<file path="config.mk">
export PLATFORM = sky130hd
export DESIGN_NAME = uart_bus_responder_flat
export DESIGN_NICKNAME = d
export VERILOG_FILES = /design/src/rtl/uart_bus_responder_pkg.sv /design/src/rtl/uart_bus_responder_if.sv /design/src/rtl/uart_bus_responder_rx.sv /design/src/rtl/uart_bus_responder.sv /design/src/flat_wrapper.sv
export SDC_FILE = /design/constraint.sdc
export NUM_CORES = 1
export LEC_CHECK = 0
export CAP_MARGIN = 20
export CORE_UTILIZATION = 40
export CTS_CLUSTER_DIAMETER = 150
export DETAILED_ROUTE_END_ITERATION = 10
export PLACE_DENSITY = 0.69
export SYNTH_ARGS = -nofsm -noshare
export SYNTH_HDL_FRONTEND = slang
export SYNTH_SLANG_ARGS = --single-unit
</file>
<file path="constraint.sdc">
create_clock -name clk -period 3 [get_ports clk]
set_clock_uncertainty 0.2 [all_clocks]
set_input_delay 0.45 -clock clk [delete_from_list [all_inputs] [get_ports clk]]
set_output_delay 0.45 -clock clk [all_outputs]
set_load 0.02 [all_outputs]
</file>
<file path="src/rtl/uart_bus_responder_pkg.sv">
// Shared types and helpers for the bus UART responder.
package uart_pkg;

  localparam int   DATA_BITS = 8;
  localparam logic IDLE_LVL  = 1'b1;

  typedef enum logic [2:0] {
    TX_IDLE, TX_START, TX_DATA, TX_PARITY, TX_STOP
  } tx_state_e;

  typedef enum logic [2:0] {
    RX_IDLE, RX_START, RX_DATA, RX_PARITY, RX_STOP
  } rx_state_e;

  // Even-parity bit: makes the total count of ones (data + parity) even.
  function automatic logic even_parity(input logic [DATA_BITS-1:0] b);
    return ^b;
  endfunction

endpackage

</file>
<file path="src/rtl/uart_bus_responder_if.sv">
// Host parallel-bus signals of the UART controller.
interface uart_bus_if;
  logic [7:0] data_in;
  logic [7:0] data_out;
  logic       data_oe;
  logic       wrn;
  logic       rdn;
  logic       tbre;
  logic       tsre;
  logic       data_ready;
  logic       framing_error;
  logic       parity_error;

  modport master (
    output data_in, wrn, rdn,
    input  data_out, data_oe, tbre, tsre, data_ready, framing_error, parity_error
  );

  modport slave (
    input  data_in, wrn, rdn,
    output data_out, data_oe, tbre, tsre, data_ready, framing_error, parity_error
  );
endinterface

</file>
<file path="src/rtl/uart_bus_responder_rx.sv">
// Serial receiver: 2-FF synchroniser, start-bit glitch filter, bit-centre sampling.
module uart_rx_deser
  import uart_pkg::*;
#(
  parameter int CLKS_PER_BIT = 434,
  parameter bit PARITY_EN    = 1'b0
) (
  input  logic       clk,
  input  logic       rst,
  input  logic       rxd,
  output logic [7:0] rx_byte,
  output logic       rx_done,
  output logic       rx_ferr,
  output logic       rx_perr
);
  localparam int            CW   = $clog2(CLKS_PER_BIT);
  localparam logic [CW-1:0] LAST = CW'(CLKS_PER_BIT - 1);
  localparam logic [CW-1:0] HALF = CW'(CLKS_PER_BIT / 2);

  logic          sync1_q, sync2_q;
  rx_state_e     state_q, state_d;
  logic [CW-1:0] cnt_q, cnt_d;
  logic [2:0]    idx_q, idx_d;
  logic [7:0]    shr_q, shr_d;
  logic          par_q, par_d;
  logic          bit_end;

  assign bit_end = (cnt_q == LAST);

  // State and datapath registers; synchroniser idles at line level.
  always_ff @(posedge clk) begin
    if (!rst) begin
      sync1_q <= IDLE_LVL;
      sync2_q <= IDLE_LVL;
      state_q <= RX_IDLE;
      cnt_q   <= '0;
      idx_q   <= '0;
      shr_q   <= '0;
      par_q   <= 1'b0;
    end else begin
      sync1_q <= rxd;
      sync2_q <= sync1_q;
      state_q <= state_d;
      cnt_q   <= cnt_d;
      idx_q   <= idx_d;
      shr_q   <= shr_d;
      par_q   <= par_d;
    end
  end

  // Next-state: the detecting cycle counts as the first cycle of the start
  // bit, which pulls the sample points back toward the true bit centres.
  always_comb begin
    state_d = state_q;
    cnt_d   = bit_end ? '0 : cnt_q + 1'b1;
    idx_d   = idx_q;
    shr_d   = shr_q;
    par_d   = par_q;
    unique case (state_q)
      RX_IDLE: begin
        cnt_d = '0;
        if (!sync2_q) begin
          state_d = RX_START;
          cnt_d   = CW'(1);
        end
      end
      RX_START: if (cnt_q == HALF) begin
        cnt_d   = '0;
        idx_d   = '0;
        state_d = sync2_q ? RX_IDLE : RX_DATA;
      end
      RX_DATA: if (bit_end) begin
        shr_d = {sync2_q, shr_q[7:1]};
        idx_d = idx_q + 3'd1;
        if (idx_q == 3'd7) state_d = PARITY_EN ? RX_PARITY : RX_STOP;
      end
      RX_PARITY: if (bit_end) begin
        par_d   = sync2_q;
        state_d = RX_STOP;
      end
      RX_STOP: if (bit_end) state_d = RX_IDLE;
      default: state_d = RX_IDLE;
    endcase
  end

  // Outputs: completion pulse on the stop sample, with that frame's errors.
  always_comb begin
    rx_byte = shr_q;
    rx_done = (state_q == RX_STOP) && bit_end;
    rx_ferr = ~sync2_q;
    rx_perr = PARITY_EN && (par_q != even_parity(shr_q));
  end

endmodule

</file>
<file path="src/rtl/uart_bus_responder.sv">
// Parallel-bus UART responder: THR/TSR transmitter, bus strobes and status.
module uart_bus_responder
  import uart_pkg::*;
#(
  parameter int CLKS_PER_BIT = 434,
  parameter bit PARITY_EN    = 1'b0
) (
  input  logic       clk,
  input  logic       rst,
  uart_bus_if.slave  bus,
  output logic       txd,
  input  logic       rxd
);
  localparam int            CW   = $clog2(CLKS_PER_BIT);
  localparam logic [CW-1:0] LAST = CW'(CLKS_PER_BIT - 1);

  logic          wrn_q, rdn_q;
  logic [7:0]    thr_q, thr_d, tsr_q, tsr_d, rbr_q, rbr_d;
  logic          thr_full_q, thr_full_d, tsre_q, tsre_d;
  tx_state_e     tx_state_q, tx_state_d;
  logic [CW-1:0] tx_cnt_q, tx_cnt_d;
  logic [2:0]    tx_idx_q, tx_idx_d;
  logic          dr_q, dr_d, fe_q, fe_d, pe_q, pe_d;
  logic          wr_ev, rd_rel, load, tx_end;
  logic [7:0]    rx_byte;
  logic          rx_done, rx_ferr, rx_perr;

  uart_rx_deser #(.CLKS_PER_BIT(CLKS_PER_BIT), .PARITY_EN(PARITY_EN)) u_rx (
    .clk(clk), .rst(rst), .rxd(rxd),
    .rx_byte(rx_byte), .rx_done(rx_done), .rx_ferr(rx_ferr), .rx_perr(rx_perr)
  );

  assign wr_ev  = !wrn_q && bus.wrn;
  assign rd_rel = !rdn_q && bus.rdn;
  assign tx_end = (tx_cnt_q == LAST);

  // All registers; reset aborts any frame in flight.
  always_ff @(posedge clk) begin
    if (!rst) begin
      wrn_q      <= 1'b1;
      rdn_q      <= 1'b1;
      thr_q      <= '0;
      thr_full_q <= 1'b0;
      tsr_q      <= '0;
      tsre_q     <= 1'b1;
      tx_state_q <= TX_IDLE;
      tx_cnt_q   <= '0;
      tx_idx_q   <= '0;
      rbr_q      <= '0;
      dr_q       <= 1'b0;
      fe_q       <= 1'b0;
      pe_q       <= 1'b0;
    end else begin
      wrn_q      <= bus.wrn;
      rdn_q      <= bus.rdn;
      thr_q      <= thr_d;
      thr_full_q <= thr_full_d;
      tsr_q      <= tsr_d;
      tsre_q     <= tsre_d;
      tx_state_q <= tx_state_d;
      tx_cnt_q   <= tx_cnt_d;
      tx_idx_q   <= tx_idx_d;
      rbr_q      <= rbr_d;
      dr_q       <= dr_d;
      fe_q       <= fe_d;
      pe_q       <= pe_d;
    end
  end

  // TX next-state; a load from STOP chains frames with no idle bit, and a
  // write on the load cycle leaves the new byte pending in THR.
  always_comb begin
    tx_state_d = tx_state_q;
    tx_cnt_d   = (tx_state_q == TX_IDLE || tx_end) ? '0 : tx_cnt_q + 1'b1;
    tx_idx_d   = tx_idx_q;
    tsr_d      = tsr_q;
    tsre_d     = tsre_q;
    load       = 1'b0;
    unique case (tx_state_q)
      TX_IDLE:   load = thr_full_q;
      TX_START:  if (tx_end) begin
        tx_state_d = TX_DATA;
        tx_idx_d   = '0;
      end
      TX_DATA:   if (tx_end) begin
        tx_idx_d = tx_idx_q + 3'd1;
        if (tx_idx_q == 3'd7) tx_state_d = PARITY_EN ? TX_PARITY : TX_STOP;
      end
      TX_PARITY: if (tx_end) tx_state_d = TX_STOP;
      TX_STOP:   if (tx_end) begin
        if (thr_full_q) load = 1'b1;
        else begin
          tsre_d     = 1'b1;
          tx_state_d = TX_IDLE;
        end
      end
      default:   tx_state_d = TX_IDLE;
    endcase
    if (load) begin
      tsr_d      = thr_q;
      tsre_d     = 1'b0;
      tx_state_d = TX_START;
    end
    thr_d      = wr_ev ? bus.data_in : thr_q;
    thr_full_d = wr_ev ? 1'b1 : (load ? 1'b0 : thr_full_q);
  end

  // Receive status; a completing frame beats a simultaneous read-release.
  always_comb begin
    rbr_d = rx_done ? rx_byte : rbr_q;
    dr_d  = rx_done ? 1'b1    : (rd_rel ? 1'b0 : dr_q);
    fe_d  = rx_done ? rx_ferr : (rd_rel ? 1'b0 : fe_q);
    pe_d  = rx_done ? rx_perr : (rd_rel ? 1'b0 : pe_q);
  end

  // Outputs: serial line level per TX state, and bus status.
  always_comb begin
    unique case (tx_state_q)
      TX_START:  txd = 1'b0;
      TX_DATA:   txd = tsr_q[tx_idx_q];
      TX_PARITY: txd = even_parity(tsr_q);
      default:   txd = IDLE_LVL;
    endcase
    bus.data_out      = rbr_q;
    bus.data_oe       = ~bus.rdn;
    bus.tbre          = ~thr_full_q;
    bus.tsre          = tsre_q;
    bus.data_ready    = dr_q;
    bus.framing_error = fe_q;
    bus.parity_error  = pe_q;
  end

endmodule

</file>
<file path="src/flat_wrapper.sv">
// flat-port wrapper written by rule: the top's interface ports become plain ports
module uart_bus_responder_flat import uart_pkg::*;
#(
  parameter int CLKS_PER_BIT = 434,
  parameter bit PARITY_EN    = 1'b0
)
  (clk, rst, txd, rxd, bus_data_in, bus_wrn, bus_rdn, bus_data_out, bus_data_oe, bus_tbre, bus_tsre, bus_data_ready, bus_framing_error, bus_parity_error);
  uart_bus_if bus_i ();
  input  logic clk;
  input  logic rst;
  output logic txd;
  input  logic rxd;
  input wire logic [$bits(bus_i.data_in)-1:0] bus_data_in;
  input wire logic [$bits(bus_i.wrn)-1:0] bus_wrn;
  input wire logic [$bits(bus_i.rdn)-1:0] bus_rdn;
  output wire logic [$bits(bus_i.data_out)-1:0] bus_data_out;
  output wire logic [$bits(bus_i.data_oe)-1:0] bus_data_oe;
  output wire logic [$bits(bus_i.tbre)-1:0] bus_tbre;
  output wire logic [$bits(bus_i.tsre)-1:0] bus_tsre;
  output wire logic [$bits(bus_i.data_ready)-1:0] bus_data_ready;
  output wire logic [$bits(bus_i.framing_error)-1:0] bus_framing_error;
  output wire logic [$bits(bus_i.parity_error)-1:0] bus_parity_error;
  assign bus_i.data_in = bus_data_in;
  assign bus_i.wrn = bus_wrn;
  assign bus_i.rdn = bus_rdn;
  assign bus_data_out = bus_i.data_out;
  assign bus_data_oe = bus_i.data_oe;
  assign bus_tbre = bus_i.tbre;
  assign bus_tsre = bus_i.tsre;
  assign bus_data_ready = bus_i.data_ready;
  assign bus_framing_error = bus_i.framing_error;
  assign bus_parity_error = bus_i.parity_error;
  uart_bus_responder #(.CLKS_PER_BIT(CLKS_PER_BIT), .PARITY_EN(PARITY_EN)) u_core (.clk(clk), .rst(rst), .bus(bus_i), .txd(txd), .rxd(rxd));
endmodule
</file>
==> results.toml <==
[synthesis]
synth-seq-area-share_pct = 44.1
yosys_warnings = 0
synth_commonest_cells = "dfxtp_1, nand2_1, nor2_1"
synth.avg_cell_area_um2 = 9.35
synthesis.nets = 361
ys.flop_type = "dfxtp_1"
yosys-top-cells-area = "dfxtp_1, mux2i_1, a21boi_0, nand2_1, nor2b_1"
synth_area_um2 = 3180
yosys_register_bits = 70
ys_async_sr_fraction_pct = 0
yosysTopAreaCell = "dfxtp_1"
yosys.area.top_type_share_pct = 44.1
postSynthCellCount = 340
netlist-cell-type-count = 50
synth_edf_count = 0
synth.most_common_cell = "dfxtp_1"

[global_route]
grt_first_pass_wirelength_mm = 9.68
grt_pass1_vias = 2152
antenna_found_initial = 0
grt_max_degree = 25
grt_overflow = 0
grt_usage_pct = 14.7

[sta]
min_period_ns = 2.88
fin_tns_setup_ns = 0
relSlewSlack_pct = 54.2
finalHoldViolCount = 0
rsz0062_at_grt = "false"
tightest_slew_ns = 0.685
slew_viol_final = 0
setup_viol = 0
max_freq_ghz = 0.348
fin_crit_sh_pct = 95.9

[clock_network]
ctsHoldBuffers = 0
clk_latency_ns = 0.35
cts_buffer_depth = 2
cts_buffers = 9
cts_resized = 0
htree_levels = 3
clk_pin_slew_ns = 0.08
postCtsSetupBuffers = 0
cts_root_buf = "clkbuf_8"
cts_tree = "done"
cts_sinks = 70

[drt]
vias_per_cell = 4.97
drtIter0Drc = 100
finalWirelength_mm = 5.53
avgRoutedWirePerCell_um = 11.8
drtAntennaViolNets = 0
dr.pass1.iters = 4
vias = 2333
drc = 0

[power]
seqPwrFrac_pct = 56.4
power_frac_comb_pct = 4.8
power_switching_w = 0.000408
internal-power_w = 0.00128
pwr-share-clk_pct = 38.8
powerDensity_nw_per_um2 = 459
ir_worst_vdd_mv = 0.248
total_leakage_power_nw = 1.36
netSwitchingFraction_pct = 24.2

[setup_path]
timing.critical_path.slowest_cell_delay_ns = 0.56
critPathBufInv = 1
cp.arrival_ns = 2.23
crit_fanout = 5
cp_cell_sequence = "mux4_2 -> nand2b_1 -> o311ai_0 -> o221ai_1 -> clkdlybuf4s50_1"
end_kind = "primary output"
worstPathRequired_ns = 2.35
crit_path_start_kind = "flop"
crit_family = "buffers and inverters"
cpMaxStageDelayCell = "clkdlybuf4s50_1"
critical_path_class = "reg -> out"

[status]
outcome = "completed"

[hold_path]
holdCritPathClass = "reg -> reg"

[placed_design]
portBuffers = 26
dp_hpwl_mm = 3.86
gp_congestion = 0.802
dpl-instance-area_um2 = 3510
dp_cells = 453

[floorplan]
coreArea_um2 = 7690
die_w_um = 91.2
io_pins = 28
initial_core_util_pct = 41.4
fp.dieH_um = 91.2
die_area_um2 = 8310
rows = 32

[layout]
instances_no_fill = 469
drive_gt1_share_pct = 8.72
fillers = 760
final_net_count = 383
fin_area_um2 = 3680
antennaDiodeCount = 0
area_growth_pct = 15.6
final_util_pct = 47.8

[job]
cap_violations = 0
[metrics by stage]
step	worst slack [ns]	hold slack, ns	power [W]
after floorplan	0.981	0.186	0.00102
after global placement	0.494	0.202	0.00105
after detailed placement	0.477	0.222	0.00106
after CTS	0.103	0.236	0.00170
after global routing	0.0149	0.263	0.00176
final	0.123	0.233	0.00169
[power by group through the flow]
| stage | registers, W | logic [W] | clock network [W] |
|---|---|---|---|
| 6_report | 0.000952 | 0.0000811 | 0.000655 |
| 5_1_grt | 0.000954 | 0.0000911 | 0.000720 |
| 4_1_cts | 0.000952 | 0.0000824 | 0.000668 |
| 3_5_place_dp | 0.000974 | 0.0000822 | 0 |
| 3_3_place_gp | 0.000973 | 0.0000815 | 0 |
| 2_1_floorplan | 0.000969 | 0.0000534 | 0 |
[layout make-up]
cell class | count | area, um2 | share of cell area, %
Clock inverter | 6 | 38.8 | 1.06
Multi-Input combinational cell | 243 | 1660 | 45.2
Sequential cell | 70 | 1400 | 38.1
Clock buffer | 10 | 128 | 3.47
Tap cell | 102 | 128 | 3.47
Inverter | 8 | 30.0 | 0.817
Timing Repair Buffer | 30 | 290 | 7.90
[path summary, 6_finish.rpt]
check	cells past startpoint	slack (ns)	end	startpoint
setup / recovery	5	0.12	txd	u_core.tx_idx_q[1]
hold / removal	1	0.23	u_core.u_rx.sync2_q	u_core.u_rx.sync1_q
setup reg to reg	5	0.89	u_core.u_rx.cnt_q[4]	u_core.u_rx.cnt_q[0]
hold reg to reg	1	0.23	u_core.u_rx.sync2_q	u_core.u_rx.sync1_q
[cells in the final DEF, fill, tap and decap left out, drive strengths merged, types with 2 or more instances in the layout]
| cell type | instances |
|---|---|
| a21boi | 26 |
| a21oi | 3 |
| and2 | 2 |
| and4b | 2 |
| and4bb | 3 |
| buf | 4 |
| clkbuf | 10 |
| clkdlybuf4s50 | 26 |
| clkinv | 4 |
| clkinvlp | 2 |
| dfxtp | 70 |
| ha | 8 |
| inv | 8 |
| mux2 | 2 |
| mux2i | 22 |
| nand2 | 37 |
| nand2b | 9 |
| nand3 | 18 |
| nand3b | 5 |
| nand4 | 6 |
| nand4b | 2 |
| nor2 | 25 |
| nor2b | 18 |
| nor3 | 4 |
| nor3b | 2 |
| o21ai | 11 |
| o311ai | 3 |
| xnor2 | 12 |
| xor2 | 10 |
[flip-flops by register name (all words and copies together), names as in the netlist, 3 cells and up]
name                 flops
u_core.bus.data_out      8
u_core.thr_q             8
u_core.tsr_q             8
u_core.tx_cnt_q          9
u_core.tx_idx_q          3
u_core.tx_state_q        3
u_core.u_rx.cnt_q        9
u_core.u_rx.idx_q        3
u_core.u_rx.rx_byte      8
u_core.u_rx.state_q      3
[routing by layer]
layer / track usage (%) / wire [um]
met1: 19.2 / 2800
met2: 21.8 / 2440
met3: 5.11 / 199
met4: 6.35 / 97
met5: 0 / 0
[cells by family after synthesis]
logic type / share of synthesized area [%]
AOI/OAI and AO/OA: 11.3
buffers and inverters: 3.70
muxes: 8.34
and+or+nand+nor: 23.3
xor gates and xnor gates: 6.06
adders and majority gates: 3.15
DFF: 44.1
other: 0.118
[worst register-to-register path, stage by stage (launching register included)]
cell and delay [ns]:
dfxtp_1 0.44, ha_1 0.17, and4b_1 0.34, a21boi_1 0.12, o311ai_2 0.59, nor2_1 0.12
(Power assumes the default switching activity.)
